File: src/rtl/div_share_pkg.sv
// rtl/div_share_pkg.sv - shared state encoding and width helpers for the divider arbiter
package div_share_pkg;

  typedef logic [1:0] state_t;

  localparam state_t ST_IDLE = 2'd0;
  localparam state_t ST_RUN  = 2'd1;
  localparam state_t ST_FIX  = 2'd2;
  localparam state_t ST_RESP = 2'd3;

  function automatic int id_w(input int n);
    return (n > 1) ? $clog2(n) : 1;
  endfunction

  function automatic int cnt_w(input int w);
    return $clog2(w + 1);
  endfunction

endpackage

File: src/rtl/div_nr_step.sv
// rtl/div_nr_step.sv - one combinational radix-2 non-restoring divide iteration
module div_nr_step #(
  parameter int WIDTH = 64
) (
  input  logic [WIDTH:0]   i_a,
  input  logic [WIDTH-1:0] i_q,
  input  logic [WIDTH-1:0] i_d,
  output logic [WIDTH:0]   o_a,
  output logic [WIDTH-1:0] o_q
);

  logic [WIDTH:0] w_a_sh;

  // Sign of the pre-shift A picks add/subtract; the shifted value may wrap, the sum cannot.
  assign w_a_sh = {i_a[WIDTH-1:0], i_q[WIDTH-1]};
  assign o_a    = i_a[WIDTH] ? (w_a_sh + {1'b0, i_d}) : (w_a_sh - {1'b0, i_d});
  assign o_q    = {i_q[WIDTH-2:0], ~o_a[WIDTH]};

endmodule

File: src/rtl/div_share_arbiter.sv
// rtl/div_share_arbiter.sv - round-robin shared sequential divider; optional DIV_SHARE_DBZ_EN
module div_share_arbiter
  import div_share_pkg::*;
#(
  parameter int WIDTH = 64,
  parameter int NREQ  = 4
) (
  input  logic                     clk,
  input  logic                     reset,
  input  logic [NREQ-1:0]          req_valid,
  output logic [NREQ-1:0]          req_ready,
  input  logic [NREQ*WIDTH-1:0]    req_dividend,
  input  logic [NREQ*WIDTH-1:0]    req_divisor,
  output logic                     rsp_valid,
  input  logic                     rsp_ready,
  output logic [$clog2(NREQ)-1:0]  rsp_id,
  output logic [WIDTH-1:0]         rsp_quotient,
  output logic [WIDTH-1:0]         rsp_remainder,
  output logic                     rsp_dbz,
  output logic                     busy
);

  localparam int ID_W  = id_w(NREQ);
  localparam int CNT_W = cnt_w(WIDTH);

  state_t           r_state;
  logic [ID_W-1:0]  r_ptr;
  logic [ID_W-1:0]  r_id;
  logic [WIDTH:0]   r_a;
  logic [WIDTH-1:0] r_q;
  logic [WIDTH-1:0] r_d;
  logic [CNT_W-1:0] r_cnt;

  logic [NREQ-1:0]  w_rot;
  logic             w_hit;
  logic [ID_W-1:0]  w_off;
  logic [ID_W-1:0]  w_gid;
  logic [WIDTH-1:0] w_dvd;
  logic [WIDTH-1:0] w_dvs;
  logic [WIDTH:0]   w_a_n;
  logic [WIDTH-1:0] w_q_n;

  // Rotate so ptr+1 sits at bit 0, take the lowest valid, rotate the index back.
  always_comb begin
    int sum;
    w_rot = NREQ'({req_valid, req_valid} >> (int'(r_ptr) + 1));
    w_hit = 1'b0;
    w_off = '0;
    for (int j = NREQ - 1; j >= 0; j--) begin
      if (w_rot[j]) begin
        w_hit = 1'b1;
        w_off = ID_W'(j);
      end
    end
    sum = int'(r_ptr) + 1 + int'(w_off);
    if (sum >= NREQ) sum = sum - NREQ;
    w_gid = ID_W'(sum);
  end

  assign w_dvd     = req_dividend[w_gid*WIDTH +: WIDTH];
  assign w_dvs     = req_divisor[w_gid*WIDTH +: WIDTH];
  assign req_ready = (r_state == ST_IDLE && w_hit) ? (NREQ'(1) << w_gid) : '0;

  div_nr_step #(.WIDTH(WIDTH)) u_step (
    .i_a (r_a),
    .i_q (r_q),
    .i_d (r_d),
    .o_a (w_a_n),
    .o_q (w_q_n)
  );

`ifdef DIV_SHARE_DBZ_EN
  logic r_dbz;
  assign rsp_dbz = r_dbz;
`else
  assign rsp_dbz = 1'b0;
`endif

  always_ff @(posedge clk or negedge reset) begin
    if (!reset) begin
      r_state <= ST_IDLE;
      r_ptr   <= ID_W'(NREQ - 1);
      r_id    <= '0;
      r_a     <= '0;
      r_q     <= '0;
      r_d     <= '0;
      r_cnt   <= '0;
`ifdef DIV_SHARE_DBZ_EN
      r_dbz   <= 1'b0;
`endif
    end else begin
      case (r_state)
        ST_IDLE: begin
          if (w_hit) begin
            r_id    <= w_gid;
            r_ptr   <= w_gid;
            r_d     <= w_dvs;
            r_a     <= '0;
            r_q     <= w_dvd;
            r_cnt   <= '0;
            r_state <= ST_RUN;
`ifdef DIV_SHARE_DBZ_EN
            r_dbz   <= (w_dvs == '0);
            if (w_dvs == '0) begin
              r_a     <= {1'b0, w_dvd};
              r_q     <= '1;
              r_state <= ST_RESP;
            end
`endif
          end
        end
        ST_RUN: begin
          r_a   <= w_a_n;
          r_q   <= w_q_n;
          r_cnt <= r_cnt + 1'b1;
          if (r_cnt == CNT_W'(WIDTH - 1)) r_state <= ST_FIX;
        end
        ST_FIX: begin
          if (r_a[WIDTH]) r_a <= r_a + {1'b0, r_d};
          r_state <= ST_RESP;
        end
        ST_RESP: begin
          if (rsp_ready) r_state <= ST_IDLE;
        end
        default: r_state <= ST_IDLE;
      endcase
    end
  end

  assign rsp_valid     = (r_state == ST_RESP);
  assign rsp_id        = r_id;
  assign rsp_quotient  = r_q;
  assign rsp_remainder = r_a[WIDTH-1:0];
  assign busy          = (r_state != ST_IDLE);

endmodule
File: config.mk
export PLATFORM = sky130hd
export DESIGN_NAME = div_share_arbiter
export DESIGN_NICKNAME = d
export VERILOG_FILES = /design/src/rtl/div_share_pkg.sv /design/src/rtl/div_nr_step.sv /design/src/rtl/div_share_arbiter.sv
export SDC_FILE = /design/constraint.sdc
export NUM_CORES = 1
export LEC_CHECK = 0
export BUFFER_PORTS_ARGS = -buffer_cell sky130_fd_sc_hd__buf_2
export CORE_AREA = 2 2 253 255
export CTS_CLUSTER_SIZE = 12
export DETAILED_ROUTE_END_ITERATION = 16
export DIE_AREA = 0 0 255 257
export GPL_ROUTABILITY_DRIVEN = 0
export GPL_TIMING_DRIVEN = 0
export PLACE_DENSITY_LB_ADDON = 0.25
export REMOVE_ABC_BUFFERS = 1
export SYNTH_ARGS = -nofsm -noshare
export SYNTH_HDL_FRONTEND = slang
export SYNTH_SLANG_ARGS = --single-unit
File: constraint.sdc
create_clock -name clk -period 7.6 [get_ports clk]
set_input_delay 1.52 -clock clk [delete_from_list [all_inputs] [get_ports clk]]
set_output_delay 1.52 -clock clk [all_outputs]
set_load 0.01 [all_outputs]
==> flow_summary.toml <==
[placement]
dpl_cell_area_um2 = 24900
dpl.hpwl_um = 69500
portBuffers = 654

[floorplan]
die-area_um2 = 65500
die_w_um = 255
chipHeight_um = 257
core_um2 = 62700
start_util_pct = 33.9
rows = 92
io_pins = 656

[synth]
ys.flop_type = "dfrtp_1"
yosysWarnings = 0
synth-seq-area-share_pct = 24.3
netlist_instances = 2364
synth_area_leaders = "dfrtp_1 24%, mux4_2 14%, ha_1 8.0%"
synth_edf_count = 0
synthesis.area_um2 = 21200
synth_common_cells = "231 x nand2_1, 206 x a21oi_1, 205 x o21ai_0, 204 x dfrtp_1, 154 x nor2_1"
yosysTopAreaCell = "dfrtp_1"
syn_avg_cell_area_um2 = 8.98
synthMostInstantiatedCell = "nand2_1"
yosysTopAreaCellShare_pct = 24.0
synth_cell_types = 87
ys_seq_elements = 206
async_flop_share_pct = 100

[pwr]
powerDensity_nw_per_um2 = 113
peakVddDrop_mv = 0.153
leakage_nw = 12.2
p_total_mw = 2.92

[grt]
track_usage_pct = 25.2
antenna_found_initial = 8
overflow = 0
grt_max_degree = 78
grt_pass1_vias = 20900
grt_pass1_wl_um = 127000

[min_path]
hp-class = "reg -> reg"

[status]
outcome = "finished clean"

[drt]
wl_um = 85200
wl_per_cell_um = 22.8
vias_per_cell = 5.67
ant_nets = 0
firstDrtPassIters = 5
vias = 21100
drtIter0Drc = 1743
drc = 0

[cts]
cts_setup_buffers = 0
clock_sinks = 206
clock_latency_ns = 0.57
cts_buffers = 27
cts-root-buf = "clkbuf_16"
clk_pin_slew_ns = 0.06
htreeDepth = 1
post_cts_resized = 0
hold_buffers = 0
cts_tree = "built"
cts_max_path_buffers = 3

[worst_setup_path]
crit_type = "reg -> reg"
startpoint_type = "flip-flop"
cp.arrival_ns = 7.67
critPathMaxFanout = 9
endpoint_kind = "flip-flop"
cp.required_ns = 7.98

[cells_and_area]
layout.nets = 3518
drive_gt1_share_pct = 32.9
fin_util_pct = 41.2
final_area_um2 = 25800
fill_cells = 6316
area_delta_synth_final_pct = 21.7

[timing]
setup_viol = 0
rsz0062_at_grt = "false"
relSlewSlack_pct = 8.14
hold_viol = 0
finClkSkew_ns = 0.0220
period_minus_slack_ns = 7.30
fmax_ghz = 0.137
finalCritPeriodShare_pct = 96.0
tightest_slew_ns = 1.37
drv_slew = 0

[flow_run]
maxCapViolCount = 0
==> routing by layer <==
metal	GRT usage, %	up-vias	wire, um
met5	0	-	0
met4	9.34	0	3320
met3	2.59	145	4900
met2	45.1	876	43300
met1	30.9	10400	33700
li1	-	9766	-
==> layout by cell type (no fill, tap or decap), types with 24 or more instances in the layout <==
master	count
buf_2	653
nand2_1	231
dfrtp_1	203
xnor2_1	79
a21oi_1	206
a22oi_1	38
o21ai_0	204
nand3_1	33
a21o_1	59
nor3_1	33
mux2i_1	68
ha_1	134
mux2_2	60
clkbuf_16	27
a31oi_1	24
inv_1	62
o21bai_1	29
nand4_1	35
xor2_1	96
mux4_2	128
nor2_1	152
==> worst max-delay path, stage by stage (launching register included) <==
cell and delay [ns]:
dfrtp_1 0.44, nor2_1 0.18, nor4b_1 1.01, nand2_1 0.47, nor3_4 0.44, and2_1 0.24
nor2_1 0.06, xor2_1 0.17, ha_1 0.45, nand4_1 0.29, nor4_1 0.49, and2_1 0.25
nand4_1 0.27, a211oi_1 0.66, nor3_1 0.28, a21oi_2 0.35, a31oi_1 0.24, o311ai_0 0.35
nor3b_1 0.27, o221ai_1 0.18
==> report_power, final <==
| group | internal (mW) | leakage [nW] | switching, mW |
|---|---|---|---|
| registers | 1.10 | 2.54 | 0 |
| clock network | 0.797 | 0.432 | 0.546 |
| logic | 0.279 | 9.21 | 0.197 |
==> logic make-up after synthesis <==
logic type / after synthesis / synth area share, %
flip-flops: 206 / 24.3
multiplexers: 256 / 20.0
other: 1 / 0.0177
AND/OR/NAND/NOR: 607 / 13.5
XOR/XNOR: 176 / 7.26
buffers and inverters: 268 / 6.07
adder cells (fa/ha/maj): 138 / 8.20
AO/OA/AOI/OAI: 712 / 20.7
==> cell type report <==
cell class                      instances  area (um2)  area share [%]
Multi-Input combinational cell       1890       14800            57.4
Sequential cell                       206        5160            20.0
Timing Repair Buffer                  672        3630            14.1
Tap cell                              846        1060            4.10
Clock buffer                           36         759            2.94
Inverter                               64         248           0.959
Clock inverter                         11         140           0.542
Antenna cell                            3        7.51          0.0290
==> path summary, 6_finish.rpt <==
check	from	to	slack (ns)	depth (start not counted)
worst max-delay path	r_d[2]	r_a[62]	0.30	19
worst min-delay path	rsp_id[0]	rsp_id[0]	0.49	2
worst max register to register	r_d[2]	r_a[62]	0.30	19
worst min register to register	rsp_id[0]	rsp_id[0]	0.49	2
max in group asynchronous	reset	rsp_quotient[23]	5.54	3
min in group asynchronous	reset	r_d[29]	0.87	1
==> flip-flops by register name (all words and copies together) (netlist names) <==
| signal | count |
|---|---|
| r_cnt | 7 |
| rsp_quotient | 64 |
| r_a | 65 |
| r_d | 64 |
| r_state | 2 |
| r_ptr | 2 |
| rsp_id | 2 |
==> stage by stage <==
| stage | worst slack (ns) | TNS (ns) | std cells | hold WS [ns] |
|---|---|---|---|---|
| after floorplan | -3.46 | -376.91 | 2160 | 0.497 |
| after global placement | -6.18 | -794.76 | 3660 | 0.461 |
| after detailed placement | 0.664 | 0 | 3678 | 0.470 |
| after CTS | 0.634 | 0 | 3725 | 0.483 |
| after global routing | 0.222 | 0 | 3728 | 0.534 |
| final | 0.302 | 0 | 3728 | 0.491 |
Power figures use the tool's default switching activity.
